`config.mk`:
```
export PLATFORM = sky130hd
export DESIGN_NAME = cp0_unit
export DESIGN_NICKNAME = d
export VERILOG_FILES = /design/src/rtl/cp0_unit.sv
export SDC_FILE = /design/constraint.sdc
export NUM_CORES = 1
export LEC_CHECK = 0
export CORE_MARGIN = 5
export CORE_UTILIZATION = 40
export DETAILED_ROUTE_END_ITERATION = 10
export PLACE_DENSITY = 0.72
export SYNTH_ARGS = -nofsm -noshare
export SYNTH_HDL_FRONTEND = slang
export SYNTH_SLANG_ARGS = --single-unit
```
`constraint.sdc`:
```
create_clock -name clk -period 1.9 [get_ports clk]
set_input_delay 0.475 -clock clk [delete_from_list [all_inputs] [get_ports clk]]
set_output_delay 0.475 -clock clk [all_outputs]
set_load 0.01 [all_outputs]
```
`src/rtl/cp0_unit.sv`:
```
// Coprocessor-0 responder: Status/Cause/EPC with mfc0/mtc0, exception entry and eret.
// Optional Count/Compare timer is built when CP0_TIMER_EN is defined.
module cp0_unit #(
    parameter logic [31:0] EXC_VECTOR   = 32'h0040_0004,
    parameter logic [31:0] STATUS_RESET = 32'h0000_000F
) (
    input  logic        clk,
    input  logic        reset,
    input  logic        mfc0,
    input  logic        mtc0,
    input  logic [31:0] pc,
    input  logic [4:0]  rd,
    input  logic [31:0] wdata,
    input  logic        exception,
    input  logic        eret,
    input  logic [4:0]  cause,
    output logic [31:0] rdata,
    output logic [31:0] status,
    output logic [31:0] exc_addr,
    output logic        timer_int
);
    localparam logic [4:0] RD_COUNT   = 5'd9;
    localparam logic [4:0] RD_COMPARE = 5'd11;
    localparam logic [4:0] RD_STATUS  = 5'd12;
    localparam logic [4:0] RD_CAUSE   = 5'd13;
    localparam logic [4:0] RD_EPC     = 5'd14;

    logic [31:0] r_status;
    logic [31:0] r_epc;
    logic [4:0]  r_exc_code;
    logic [1:0]  r_ip_sw;
    logic        w_wr_en;
    logic [31:0] w_cause;

    // mtc0 is dropped whenever exception or eret is present in the same cycle
    assign w_wr_en = mtc0 & ~exception & ~eret;

    // Only ExcCode, software interrupt bits and the timer mirror are stored/visible
    assign w_cause = {16'b0, timer_int, 5'b0, r_ip_sw, 1'b0, r_exc_code, 2'b0};

    always_ff @(posedge clk or negedge reset) begin
        if (!reset) begin
            r_status   <= STATUS_RESET;
            r_epc      <= '0;
            r_exc_code <= '0;
            r_ip_sw    <= '0;
        end else if (exception) begin
            r_status   <= {r_status[26:0], 5'b0};
            r_exc_code <= cause;
            r_ip_sw    <= '0;
            r_epc      <= pc;
        end else if (eret) begin
            r_status   <= {5'b0, r_status[31:5]};
        end else if (w_wr_en) begin
            case (rd)
                RD_STATUS: r_status <= wdata;
                RD_CAUSE:  r_ip_sw  <= wdata[9:8];
                RD_EPC:    r_epc    <= wdata;
                default: ;
            endcase
        end
    end

`ifdef CP0_TIMER_EN
    logic [31:0] r_count;
    logic [31:0] r_compare;
    logic        r_tick;
    logic        r_timer_int;
    logic        w_count_wr;
    logic        w_compare_wr;

    assign w_count_wr   = w_wr_en && (rd == RD_COUNT);
    assign w_compare_wr = w_wr_en && (rd == RD_COMPARE);

    always_ff @(posedge clk or negedge reset) begin
        if (!reset) begin
            r_count     <= '0;
            r_compare   <= '0;
            r_tick      <= 1'b0;
            r_timer_int <= 1'b0;
        end else begin
            if (w_count_wr) begin
                r_count <= wdata;
                r_tick  <= 1'b0;
            end else begin
                r_tick <= ~r_tick;
                if (r_tick)
                    r_count <= r_count + 32'd1;
            end
            if (w_compare_wr)
                r_compare <= wdata;
            // Compare write acknowledges the interrupt and beats a simultaneous match
            if (w_compare_wr)
                r_timer_int <= 1'b0;
            else if (r_tick && (r_count == r_compare) && (r_compare != 32'd0))
                r_timer_int <= 1'b1;
        end
    end

    assign timer_int = r_timer_int;
`else
    assign timer_int = 1'b0;
`endif

    always_comb begin
        rdata = '0;
        if (mfc0) begin
            case (rd)
                RD_STATUS:  rdata = r_status;
                RD_CAUSE:   rdata = w_cause;
                RD_EPC:     rdata = r_epc;
`ifdef CP0_TIMER_EN
                RD_COUNT:   rdata = r_count;
                RD_COMPARE: rdata = r_compare;
`endif
                default:    rdata = '0;
            endcase
        end
    end

    assign status   = r_status;
    assign exc_addr = eret ? r_epc : EXC_VECTOR;

endmodule

```
==> impl_metrics.env <==
export IMPL_worstPathRequired_ps=1420
export IMPL_die_h_um=122
export IMPL_yosys_most_used_dff="dfrtp_1"
export IMPL_drt_pass1_iterations=5
export IMPL_synth_most_common_cell="nand3_1"
export IMPL_worst_r2r_startpoint="status[11]"
export IMPL_via_per_inst=6.33
export IMPL_yosysUniqueCellTypes=40
export IMPL_ir_drop_uv=373
export IMPL_ys_seq_area_share_pct=35.5
export IMPL_critPathTopFamily="buffers and inverters"
export IMPL_pin_count=177
export IMPL_r2r_end="status[6]"
export IMPL_hold_class="in -> async"
export IMPL_synth_edff_count=0
export IMPL_synth_top_area_share_pct=33.4
export IMPL_setup_viol=33
export IMPL_grt_overflow=0
export IMPL_grt_util_all_layers_pct=30.2
export IMPL_multiInputGateArea_um2=3280
export IMPL_num_rows=40
export IMPL_reg2reg_slack_ps=360
export IMPL_cp_arrival_ps=1730
export IMPL_synth_area_leaders="dfrtp_1, nand3_1, nand4b_1"
export IMPL_port_buffers=175
export IMPL_rsz0062_at_grt="true"
export IMPL_fillers=885
export IMPL_netSwitchingFraction_pct=31.5
export IMPL_combPwrFrac_pct=31.4
export IMPL_drive_gt1_share_pct=33.4
export IMPL_final_seq_area_um2=1780
export IMPL_crit_path_frequent_cell="buf_6"
export IMPL_tns_ps=-8130
export IMPL_cts_hold_buf=0
export IMPL_clockBufferDepth=2
export IMPL_synth_largest_area_cell="dfrtp_1"
export IMPL_core_um2=12200
export IMPL_cts_root_buffer="clkbuf_16"
export IMPL_p_int_mw=3.58
export IMPL_worstSetupPathType="in -> out"
export IMPL_hpwl_um=15900
export IMPL_vias=6351
export IMPL_crit_path_cell_trace="buf_6 -> and3b_4 -> buf_6 -> buf_4 -> clkbuf_16 -> nand3_2 -> a21oi_4 -> buf_6"
export IMPL_p_leak_nw=3.58
export IMPL_avgSynthCellArea_um2=8.33
export IMPL_die_area_um2=14900
export IMPL_crit_path_end_kind="primary output"
export IMPL_synthToLayoutAreaGrowth_pct=71.6
export IMPL_start_util_pct=41.2
export IMPL_clk_latency_ps=340
export IMPL_r2r_worst_path_cells=4
export IMPL_post_place_cells=956
export IMPL_fin_ws_ps=-308
export IMPL_pwr_share_clk_pct=33.5
export IMPL_grt_max_degree=72
export IMPL_preCtsSetupSlack_ps=-991
export IMPL_path_clk_slew_ps=60
export IMPL_p_sw_mw=1.65
export IMPL_syn_nets=682
export IMPL_syn_cell_area_um2=5010
export IMPL_startpoint_type="primary input"
export IMPL_slowest_stage="and3b_4"
export IMPL_drc_errors=0
export IMPL_final_min_clock_period_ps=2210
export IMPL_diodes=0
export IMPL_period_share_pct=116
export IMPL_synth_seq_cells=71
export IMPL_synthTopCellsByCount="nand3_1, dfrtp_1, nand4b_1, clkbuf_1, nand2_1"
export IMPL_grt_pass1_wl_um=34700
export IMPL_path_max_fanout=9
export IMPL_critical_path_buf_inv_count=5
export IMPL_drv_slew=0
export IMPL_synth_cells=602
export IMPL_hold_viol_final=0
export IMPL_synthArstFlopShare_pct=100
export IMPL_die_w_um=122
export IMPL_ys_warn_count=0
export IMPL_htree_levels=3
export IMPL_wl_per_cell_um=23.7
export IMPL_power_mw=5.23
export IMPL_violations="negative setup slack"
export IMPL_ant_nets=0
export IMPL_gp_congestion=0.935
export IMPL_clock_sinks=71
export IMPL_cts_buffers=9
export IMPL_cts_tree="yes"
export IMPL_status="complete, but fails checks"
export IMPL_cap_viol_max_count=0
export IMPL_wl_um=23800
export IMPL_grt_pass1_vias=5976
export IMPL_skew_ps=4.76
export IMPL_max_freq_mhz=453
export IMPL_antenna_found_initial=1
export IMPL_p_seq_share_pct=35.1
export IMPL_nets=911
export IMPL_dr_first_iter_drc_count=1090
export IMPL_finish_utilization_pct=70.7
export IMPL_max_stage_delay_ps=320
export IMPL_p_per_area_nw_per_um2=608
export IMPL_fin_cells=1004
[power groups by stage]
stage | registers, mW | clock network [mW] | logic [mW]
4_1_cts | 1.82 | 1.75 | 1.54
3_3_place_gp | 1.84 | 0 | 1.45
5_1_grt | 1.85 | 1.82 | 1.73
2_1_floorplan | 1.87 | 0 | 0.543
6_report | 1.83 | 1.75 | 1.64
3_5_place_dp | 1.84 | 0 | 1.48
[sequential cells by signal (all words and copies together), names as in the netlist]
name / cells
r_exc_code: 5
r_ip_sw: 2
status: 32
r_epc: 32
[worst reg2reg max path: stages (launching register included)]
cell and delay [ps]:
dfrtp_1 370, buf_4 170, mux2_2 310, nor4b_2 170, or3_1 390
[how the worst max path moves through the flow]
stage               startpoint         to  slack (ps)  depth (start not counted)
finish                   rd[4]  rdata[20]        -310                          8
detailed placement       rd[4]  rdata[13]        -990                          6
global placement         rd[4]  rdata[14]        -970                          6
CTS                      rd[4]   rdata[9]        -290                          8
global route             rd[4]   rdata[5]        -340                          8
floorplan                rd[4]   rdata[4]           5                          5
[kinds of logic after synthesis]
kind of cell           Yosys count  share of synthesized area, %
AOI/OAI and AO/OA              131                          18.4
muxes                           23                          5.17
buffers and inverters          114                          9.56
DFF                             71                          35.5
and+or+nand+nor                262                          31.2
other                            1                        0.0748
[cell type report]
cell class	instances	share of cell area (%)
clock buffer	10	2.78
clock inverter	6	0.786
inverter	40	1.75
multi-input combinational	417	38.2
sequential	71	20.7
tap	168	2.44
timing repair buffer	292	33.4
[repair_timing]
| action | 4_1_cts | 5_1_grt |
|---|---|---|
| endpoints found under the setup margin | 132 | 56 |
| pin swaps | 2 | 3 |
| gates cloned | 7 | 4 |
| buffers inserted | 20 | 3 |
| gates resized for setup | 220 | 93 |
[per-stage QoR]
stage	hold WS [ps]	instance area, um^2
2_1_floorplan	179	5180
3_3_place_gp	499	7560
3_5_place_dp	516	7560
4_1_cts	181	8190
5_1_grt	200	8600
6_report	145	8600
[placed cells by master, fill, tap and decap left out, types with 13 or more instances in the layout]
cell,n
a21oi_2,19
a22oi_1,14
and2_1,31
buf_2,24
buf_4,91
buf_6,15
clkbuf_16,13
clkdlybuf4s50_1,88
dfrtp_1,67
dlygate4sd2_1,37
inv_1,40
mux2_2,23
nand2_1,44
nand3_1,60
nand3_2,25
nand4b_1,46
o311ai_1,20
[metal layers]
layer,share of wire [%],vias up,wire [um],global-route usage (%)
met5,0.12,-,28,0
met4,4.3,2,1020,11.8
met3,11,93,2610,7.10
met2,47,462,11200,47.3
met1,38,3095,8970,40.3
li1,-,2699,-,-
Power figures use the tool's default switching activity.
